[src/rtl/uart_rx.sv]
// Memory-mapped 8N1 UART receiver with a small receive FIFO and DATA/STATUS/CTRL registers.
// Optional interrupt output and CTRL.irq_en storage are enabled with `define UART_RX_IRQ_EN.
module uart_rx #(
    parameter int CLK_MHZ    = 12,
    parameter int BAUD       = 115200,
    parameter int FIFO_DEPTH = 4
) (
    input  logic        clk,
    input  logic        resetn,
    input  logic        rx,
    input  logic        req,
    input  logic        we,
    input  logic [31:0] addr,
    input  logic [31:0] wdata,
    input  logic [3:0]  be,
    output logic [31:0] rdata
`ifdef UART_RX_IRQ_EN
    ,
    output logic        irq
`endif
);

    localparam int DIV = (CLK_MHZ * 1000000) / BAUD;
    localparam int CW  = $clog2(DIV);
    localparam int PW  = $clog2(FIFO_DEPTH);
    localparam int NW  = PW + 1;

    localparam logic [CW-1:0] FULL_BIT = CW'(DIV - 1);
    localparam logic [CW-1:0] HALF_BIT = CW'(DIV / 2 - 1);
    localparam logic [NW-1:0] DEPTH_N  = NW'(FIFO_DEPTH);

    typedef enum logic [2:0] {
        S_IDLE,
        S_START,
        S_DATA,
        S_STOP,
        S_BREAK
    } state_t;

    logic          rx_meta_q, rx_s_q;
    state_t        state_q;
    logic [CW-1:0] baud_cnt_q;
    logic [2:0]    bit_idx_q;
    logic [7:0]    shift_q;

    logic [7:0]    mem_q [FIFO_DEPTH];
    logic [PW-1:0] wr_ptr_q, rd_ptr_q;
    logic [NW-1:0] count_q;
    logic          overrun_q, frame_err_q;
    logic          overrun_d, frame_err_d;

    // NOTE: every clocked register uses non-blocking assignment so all flops update together at the edge.
    always_ff @(posedge clk or negedge resetn) begin
        if (!resetn) begin
            rx_meta_q <= 1'b1;
            rx_s_q    <= 1'b1;
        end else begin
            rx_meta_q <= rx;
            rx_s_q    <= rx_meta_q;
        end
    end

    logic baud_tick, stop_sample, push, frame_set;
    assign baud_tick   = (baud_cnt_q == FULL_BIT);
    assign stop_sample = (state_q == S_STOP) && baud_tick;
    assign push        = stop_sample & rx_s_q;
    assign frame_set   = stop_sample & ~rx_s_q;

    always_ff @(posedge clk or negedge resetn) begin
        if (!resetn) begin
            state_q    <= S_IDLE;
            baud_cnt_q <= '0;
            bit_idx_q  <= '0;
            shift_q    <= '0;
        end else begin
            case (state_q)
                S_IDLE: begin
                    if (!rx_s_q) begin
                        state_q    <= S_START;
                        baud_cnt_q <= '0;
                    end
                end
                S_START: begin
                    // Mid start bit: a line back high here was a glitch, not a frame.
                    if (baud_cnt_q == HALF_BIT) begin
                        baud_cnt_q <= '0;
                        bit_idx_q  <= '0;
                        state_q    <= rx_s_q ? S_IDLE : S_DATA;
                    end else begin
                        baud_cnt_q <= baud_cnt_q + 1'b1;
                    end
                end
                S_DATA: begin
                    if (baud_tick) begin
                        baud_cnt_q         <= '0;
                        shift_q[bit_idx_q] <= rx_s_q;
                        if (bit_idx_q == 3'd7) state_q <= S_STOP;
                        else                   bit_idx_q <= bit_idx_q + 1'b1;
                    end else begin
                        baud_cnt_q <= baud_cnt_q + 1'b1;
                    end
                end
                S_STOP: begin
                    if (baud_tick) begin
                        baud_cnt_q <= '0;
                        state_q    <= rx_s_q ? S_IDLE : S_BREAK;
                    end else begin
                        baud_cnt_q <= baud_cnt_q + 1'b1;
                    end
                end
                S_BREAK: begin
                    if (rx_s_q) state_q <= S_IDLE;
                end
                default: state_q <= S_IDLE;
            endcase
        end
    end

    logic nonempty, full, bus_rd, bus_wr, pop, push_ok, overrun_set, status_wr;
    assign nonempty    = (count_q != '0);
    assign full        = (count_q == DEPTH_N);
    assign bus_rd      = req & ~we;
    assign bus_wr      = req & we & be[0];
    assign pop         = bus_rd & (addr[3:2] == 2'd0) & nonempty;
    // A pop in the same cycle frees the slot, so a push into a full FIFO still lands.
    assign push_ok     = push & (~full | pop);
    assign overrun_set = push & full & ~pop;
    assign status_wr   = bus_wr & (addr[3:2] == 2'd1);

    always_ff @(posedge clk or negedge resetn) begin
        if (!resetn) begin
            wr_ptr_q <= '0;
            rd_ptr_q <= '0;
            count_q  <= '0;
        end else begin
            if (push_ok) wr_ptr_q <= wr_ptr_q + 1'b1;
            if (pop)     rd_ptr_q <= rd_ptr_q + 1'b1;
            case ({push_ok, pop})
                2'b10:   count_q <= count_q + 1'b1;
                2'b01:   count_q <= count_q - 1'b1;
                default: count_q <= count_q;
            endcase
        end
    end

    // NOTE: FIFO storage has no reset; entries are only observed through count_q, which is reset.
    always_ff @(posedge clk) begin
        if (push_ok) mem_q[wr_ptr_q] <= shift_q;
    end

    always_comb begin
        overrun_d   = (overrun_q & ~(status_wr & wdata[3])) | overrun_set;
        frame_err_d = (frame_err_q & ~(status_wr & wdata[2])) | frame_set;
    end

    always_ff @(posedge clk or negedge resetn) begin
        if (!resetn) begin
            overrun_q   <= 1'b0;
            frame_err_q <= 1'b0;
        end else begin
            overrun_q   <= overrun_d;
            frame_err_q <= frame_err_d;
        end
    end

`ifdef UART_RX_IRQ_EN
    logic irq_en_q, irq_q;

    always_ff @(posedge clk or negedge resetn) begin
        if (!resetn) begin
            irq_en_q <= 1'b0;
            irq_q    <= 1'b0;
        end else begin
            if (bus_wr && addr[3:2] == 2'd2) irq_en_q <= wdata[0];
            irq_q <= irq_en_q & (nonempty | overrun_q);
        end
    end

    assign irq = irq_q;
`endif

    // NOTE: rdata gets a default before the case so no path leaves it unassigned (no latch).
    always_comb begin
        rdata = '0;
        case (addr[3:2])
            2'd0: rdata = {23'b0, nonempty, nonempty ? mem_q[rd_ptr_q] : 8'h00};
            2'd1: rdata = {28'b0, overrun_q, frame_err_q, full, nonempty};
`ifdef UART_RX_IRQ_EN
            2'd2: rdata = {31'b0, irq_en_q};
`endif
            default: rdata = '0;
        endcase
    end

    logic unused_ok;
    assign unused_ok = ^{addr[31:4], addr[1:0], wdata[31:4], wdata[1:0], be[3:1]};

endmodule

[config.mk]
export PLATFORM = sky130hd
export DESIGN_NAME = uart_rx
export DESIGN_NICKNAME = d
export VERILOG_FILES = /design/src/rtl/uart_rx.sv
export SDC_FILE = /design/constraint.sdc
export NUM_CORES = 1
export LEC_CHECK = 0
export ABC_AREA = 1
export BUFFER_PORTS_ARGS = -buffer_cell sky130_fd_sc_hd__buf_2
export CORE_MARGIN = 10
export CORE_UTILIZATION = 50
export DETAILED_ROUTE_END_ITERATION = 12
export GPL_TIMING_DRIVEN = 0
export HOLD_SLACK_MARGIN = 0.05
export PLACE_DENSITY = 0.9
export SETUP_SLACK_MARGIN = 0.2
export SYNTH_ARGS = -nofsm -noshare
export SYNTH_HDL_FRONTEND = slang
export SYNTH_SLANG_ARGS = --single-unit
[constraint.sdc]
create_clock -name clk -period 6 [get_ports clk]
set_input_delay 0.6 -clock clk [delete_from_list [all_inputs] [get_ports clk]]
set_output_delay 0.6 -clock clk [all_outputs]
set_load 0.005 [all_outputs]
==> results.json, run 1 <==
{
  "status": "completed",
  "setup_tns_ps": 0,
  "final_area_um2": 3610,
  "place_inst": 447,
  "cp_cell_sequence": "buf_2, inv_1, buf_2, nor2_1, o22ai_1, nand2_1, o21ai_0, buf_2",
  "hold_buffers": 0,
  "ys_types": 29,
  "fin_ws_ps": 3490,
  "fmax_mhz": 398,
  "rows": 28,
  "syn_area_um2": 3150,
  "clock_sinks": 64,
  "drcViolationCount": 0,
  "rsz0062_at_grt": "no",
  "fp.dieH_um": 99.3,
  "routed.top_layer": "met4",
  "setup_viol": 0,
  "grt_pass1_vias": 2264,
  "clkSlewWorstSetupHoldPaths_ps": 70,
  "via_count": 2273,
  "port_buffers": 18,
  "synthCells": 332,
  "start_kind": "register",
  "synth_area_leaders": "edfxtp_1 (31%), dfrtp_1 (24%), nor2_1 (6.0%)",
  "slew_viol_final": 0,
  "fillCellCount": 495,
  "h-tree-depth": 3,
  "drtPass1Iterations": 4,
  "overflow": 0,
  "end_kind": "primary output",
  "intPower_uw": 774,
  "ys.warnings.count": 0,
  "grt_max_degree": 33,
  "tritoncts": "built",
  "period_needed_ps": 2510,
  "cp_data_required_time_ps": 5400,
  "finalPower_mw": 1.11,
  "vdd_drop_max_uv": 184,
  "fin_cells": 463,
  "worst_pin_slew_ps": 748,
  "comb_power_share_pct": 22.5,
  "ys_ff_latch": 64,
  "critPathMaxStageDelay_ps": 360,
  "synth_area_leader_cell": "edfxtp_1",
  "cpMostUsedCell": "buf_2",
  "layout.nets": 464,
  "drive_gt1_share_pct": 21.1,
  "die_w_um": 99.3,
  "fp.coreArea_um2": 6030,
  "multi_input_comb_area_um2": 1130,
  "antenna_found_initial": 0,
  "cts_root_buf": "clkbuf_8",
  "start_util_pct": 52.2,
  "synth_seq_area_share_pct": 56.1,
  "grt_use_total_pct": 12.7,
  "crit_slowest_cell": "dfrtp_1",
  "cts_buffers": 9,
  "hold_class": "input port to async pin",
  "path_class": "register to primary output",
  "routed_wl_mm": 6.25,
  "max-cap-violations": 0,
  "post_cts_resized": 0,
  "cts_buffer_depth": 2,
  "worst_hold_slack_ps": 307,
  "cts_setup_buffers": 0,
  "wl_met1_mm": 2.52,
  "dp_slack_ps": 3540,
  "ioPinCount": 105,
  "wl_met2_mm": 3.10,
  "power_density_nw_per_um2": 307,
  "antenna_cells": 0,
  "p_switching_uw": 334,
  "maxSlewHeadroom_pct": 49.9,
  "finClkSkew_ps": 12.6,
  "dpl_cell_area_um2": 3410,
  "final-seq-area_um2": 1760,
  "hold_viol": 0,
  "grt_pass1_wl_mm": 10.2,
  "via_per_inst": 4.91,
  "syn2layout_area_growth_pct": 14.8,
  "gp_congestion": 0.880,
  "drt-initial-drc-count": 129,
  "cp_data_arrival_time_ps": 1910,
  "finish.utilization_pct": 59.9,
  "dr_wl_met3_um": 545,
  "clk_latency_ps": 330,
  "synth_top_cell_area_share_pct": 30.5,
  "pwr-share-seq_pct": 44.6,
  "synth.avg_cell_area_um2": 9.48,
  "switching_share_pct": 30.2,
  "postRouteAntennaNets": 0,
  "clkPwrFrac_pct": 32.9,
  "cp_max_fo": 10,
  "die_area_um2": 9870,
  "dp_hpwl_mm": 4.48,
  "p_leak_nw": 1.75,
  "post_drt_wl_per_cell_um": 13.5,
  "fin_crit_sh_pct": 41.8
}
[worst paths after layout]
path | startpoint | slack [ps] | depth (start not counted) | end
max | rd_ptr_q[0]$_DFFE_PN0P_ | 3490 | 8 | rdata[1]
min | resetn | 310 | 1 | baud_cnt_q[4]$_DFFE_PN0P_
max reg2reg | count_q[0]$_DFFE_PN0P_ | 3780 | 8 | mem_q[1][3]$_DFFE_PP_
min reg2reg | rx_meta_q$_DFF_PN1_ | 360 | 0 | rx_s_q$_DFF_PN1_
max in group asynchronous | resetn | 5240 | 1 | shift_q[4]$_DFFE_PN0P_
min in group clk | rx_meta_q$_DFF_PN1_ | 360 | 0 | rx_s_q$_DFF_PN1_
[power by group through the flow]
stage,clock [mW],combinational (mW),sequential [mW]
final,0.364,0.250,0.494
after global routing,0.391,0.280,0.496
after CTS,0.369,0.247,0.493
after detailed placement,0,0.244,0.502
after global placement,0,0.232,0.500
after floorplan,0,0.177,0.498
[synthesized netlist by cell type]
master	n
a21oi_1	13
a22o_1	2
buf_2	5
buf_4	24
clkinv_2	1
conb_1	1
dfrtp_1	30
dfstp_2	2
edfxtp_1	32
fa_1	1
ha_1	7
inv_1	31
inv_2	2
nand2_1	49
nand2_2	6
nand3_1	14
nand4_1	5
nor2_1	50
nor2_2	6
nor3_2	1
o211ai_1	1
o211ai_2	1
o21a_1	4
o21ai_0	28
o21ai_1	6
o21ai_2	1
o22ai_1	4
o31ai_1	1
xor2_1	4
[logic make-up (layout without fill, tap and decap cells)]
kind of cell	after synthesis	after routing	synth area share (%)
simple gates	131	131	17.7
flops	64	64	56.1
buf+inv	63	97	10.6
compound gates	61	61	10.9
fa+ha+maj	8	8	3.42
xor+xnor	4	4	1.11
other cells	1	23	0.119
[cells in the final DEF, fill, tap and decap left out, drive strengths merged]
cell      Yosys  layout
buf          29      47
o31ai         1       1
o21ai        35      35
clkbuf        0      11
ha            7       7
a21oi        13      13
a22o          2       2
dfrtp        30      30
o211ai        2       2
nor3          1       1
o22ai         4       4
clkinvlp      0       1
clkinv        1       4
conb          1      23
xor2          4       4
fa            1       1
nand3        14      14
edfxtp       32      32
bufinv        0       1
inv          33      33
o21a          4       4
nand4         5       5
nand2        55      55
dfstp         2       2
nor2         56      56
[worst max-delay path: cells and delay by family (launching register included)]
kind	cells	cell delay (ps)
DFF	1	360
buffers and inverters	4	790
and+or+nand+nor	2	130
AOI/OAI and AO/OA	2	300
[sequential cells by signal, indices dropped and copies added, names as in the netlist]
register and flops:
rd_ptr_q 2, wr_ptr_q 2, state_q 3, mem_q 32, bit_idx_q 3, frame_err_q 1, count_q 3, overrun_q 1
rx_s_q 1, rx_meta_q 1, baud_cnt_q 7, shift_q 8
[layout make-up]
class                      instances  share of cell area (%)
sequential                        64                    48.9
timing repair buffer              18                    2.49
clock inverter                     5                    1.56
inverter                          34                    3.57
multi-input combinational        227                    31.3
buffer                            29                    5.68
clock buffer                      11                    3.92
tap                               75                    2.60
[layer usage]
| metal | up-vias | GRT usage (%) |
|---|---|---|
| li1 | 1158 | - |
| met1 | 1037 | 13.3 |
| met2 | 65 | 22.1 |
| met3 | 13 | 5.19 |
| met4 | 0 | 5.07 |
| met5 | - | 0 |
Note: power is estimated with default switching activity, not from simulation.
==> run 2, diff against run 1 <==
CORE_UTILIZATION = 46   (was 50)
PLACE_DENSITY = 0.88   (was 0.9)
clock period = 2.1 ns   (was 6 ns; I/O delays follow)
==> results.json, run 2 (same netlist as run 1, synthesis figures left out) <==
{
  "status": "completed",
  "die_w_um": 103,
  "cp_data_arrival_time_ps": 1910,
  "dpl_cell_area_um2": 3420,
  "hold_end": "overrun_q$_DFF_PN0_",
  "cts_buffer_depth": 2,
  "post_drt_wl_per_cell_um": 14.2,
  "wl_met2_mm": 3.69,
  "dp_slack_ps": -118,
  "grt_max_degree": 33,
  "r2r-start": "state_q[0]$_DFFE_PN0P_",
  "end_kind": "register",
  "fin_crit_sh_pct": 90.0,
  "vdd_drop_max_uv": 429,
  "largestRegisters": "mem_q (32), shift_q (8), baud_cnt_q (7)",
  "via_per_inst": 5.04,
  "drcViolationCount": 0,
  "final_cell_mix": "nand2_1 (46), nor2_1 (45), buf_4 (42)",
  "routed_wl_mm": 6.95,
  "rr_endpoint": "mem_q[0][6]$_DFFE_PP_",
  "finalPower_mw": 3.46,
  "grt_pass1_vias": 2295,
  "maxSlewHeadroom_pct": 52.0,
  "clk_latency_ps": 350,
  "drt-initial-drc-count": 165,
  "via_count": 2464,
  "finClkSkew_ps": 9.59,
  "grt_use_total_pct": 12.8,
  "finish.utilization_pct": 58.2,
  "h-tree-depth": 3,
  "path_class": "register to register",
  "hp-start": "wdata[3]",
  "reg2regPathDepth": 6,
  "port_buffers": 18,
  "power_density_nw_per_um2": 885,
  "final_common_cell": "nand2_1",
  "slew_viol_final": 0,
  "routed.top_layer": "met4",
  "rsz0062_at_grt": "yes",
  "max-cap-violations": 0,
  "dr_wl_met3_um": 603,
  "hold_viol": 0,
  "fillCellCount": 527,
  "cts_root_buf": "clkbuf_8",
  "antenna_cells": 0,
  "period_needed_ps": 1890,
  "p_leak_nw": 1.87,
  "final_area_um2": 3910,
  "drtPass1Iterations": 4,
  "fin_ws_ps": 210,
  "setup_viol": 0,
  "dp_hpwl_mm": 4.52,
  "largest-register": "mem_q",
  "drive_gt1_share_pct": 28.6,
  "antenna_found_initial": 0,
  "tritoncts": "built",
  "clkSlewWorstSetupHoldPaths_ps": 70,
  "ioPinCount": 105,
  "postRouteAntennaNets": 0,
  "grt_pass1_wl_mm": 10.5,
  "wl_met1_mm": 2.53,
  "cp_max_fo": 8,
  "worst_pin_slew_ps": 719,
  "clock_sinks": 64,
  "syn2layout_area_growth_pct": 24.3,
  "rows": 30,
  "die_area_um2": 10500,
  "start_util_pct": 46.8,
  "gp_congestion": 0.831,
  "layout.nets": 485,
  "largest_reg_flops": 32,
  "worst_hold_slack_ps": 168,
  "fmax_mhz": 529,
  "cp_data_required_time_ps": 2120,
  "ff2ff_setup_slack_ps": 210,
  "hold_depth": 4,
  "cts_buffers": 9,
  "start_kind": "register",
  "hold_class": "input port to register",
  "fp.coreArea_um2": 6720,
  "overflow": 0,
  "fp.dieH_um": 103
}
run 2: area by class of cell:
type | count | area (um^2) | area share, %
buffer | 29 | 238 | 6.08
clock buffer | 10 | 128 | 3.26
clock inverter | 6 | 60.1 | 1.54
inverter | 34 | 141 | 3.62
multi-input combinational | 227 | 1230 | 31.4
sequential | 64 | 1770 | 45.2
tap | 80 | 100 | 2.56
timing repair buffer | 39 | 250 | 6.40
run 2: stage by stage:
| stage | std cells | TNS (ps) |
|---|---|---|
| after floorplan | 354 | 0 |
| after global placement | 452 | -926 |
| after detailed placement | 452 | -2460 |
| after CTS | 478 | 0 |
| after global routing | 489 | 0 |
| final | 489 | 0 |
run 2: metal layers:
metal | GRT usage (%) | vias up
met5 | 0 | -
met4 | 4.01 | 0
met3 | 5.70 | 13
met2 | 22.9 | 87
met1 | 13.1 | 1163
li1 | - | 1201
run 2: what timing repair did:
item	CTS	global route
gates resized for setup	17	27
buffers inserted	8	10
hold endpoints to repair	31	0
hold buffers	2	0
cloned	0	1
pin swaps	5	9
setup endpoints to repair	41	42
run 2: critical path, stage by stage (launching register included):
cell and delay [ps]:
dfrtp_1 440, nand2_1 100, nor2_2 230, nand3_1 190, nor2_4 170, nand2_4 140
nor2_4 300
run 2: report_power, final:
part	internal (mW)	switching (mW)	leakage, nW	total, mW
Sequential	1.37	0.0553	0.773	1.42
Combinational	0.483	0.551	1.01	1.03
Clock	0.541	0.464	0.0937	1.01
Total	2.39	1.07	1.87	3.46
run 2: how the worst max path moves through the flow:
stage                                    startpoint                      to  slack (ps)  depth (start not counted)
after floorplan           baud_cnt_q[0]$_DFFE_PN0P_  count_q[2]$_DFFE_PN0P_         210                         15
after global placement    baud_cnt_q[0]$_DFFE_PN0P_   mem_q[3][2]$_DFFE_PP_         -50                          7
after detailed placement     count_q[0]$_DFFE_PN0P_   mem_q[0][3]$_DFFE_PP_        -120                          8
after CTS                          rx_s_q$_DFF_PN1_   mem_q[2][4]$_DFFE_PP_         110                          5
after global routing         state_q[0]$_DFFE_PN0P_   mem_q[0][1]$_DFFE_PP_         120                          6
final                        state_q[0]$_DFFE_PN0P_   mem_q[0][6]$_DFFE_PP_         210                          6
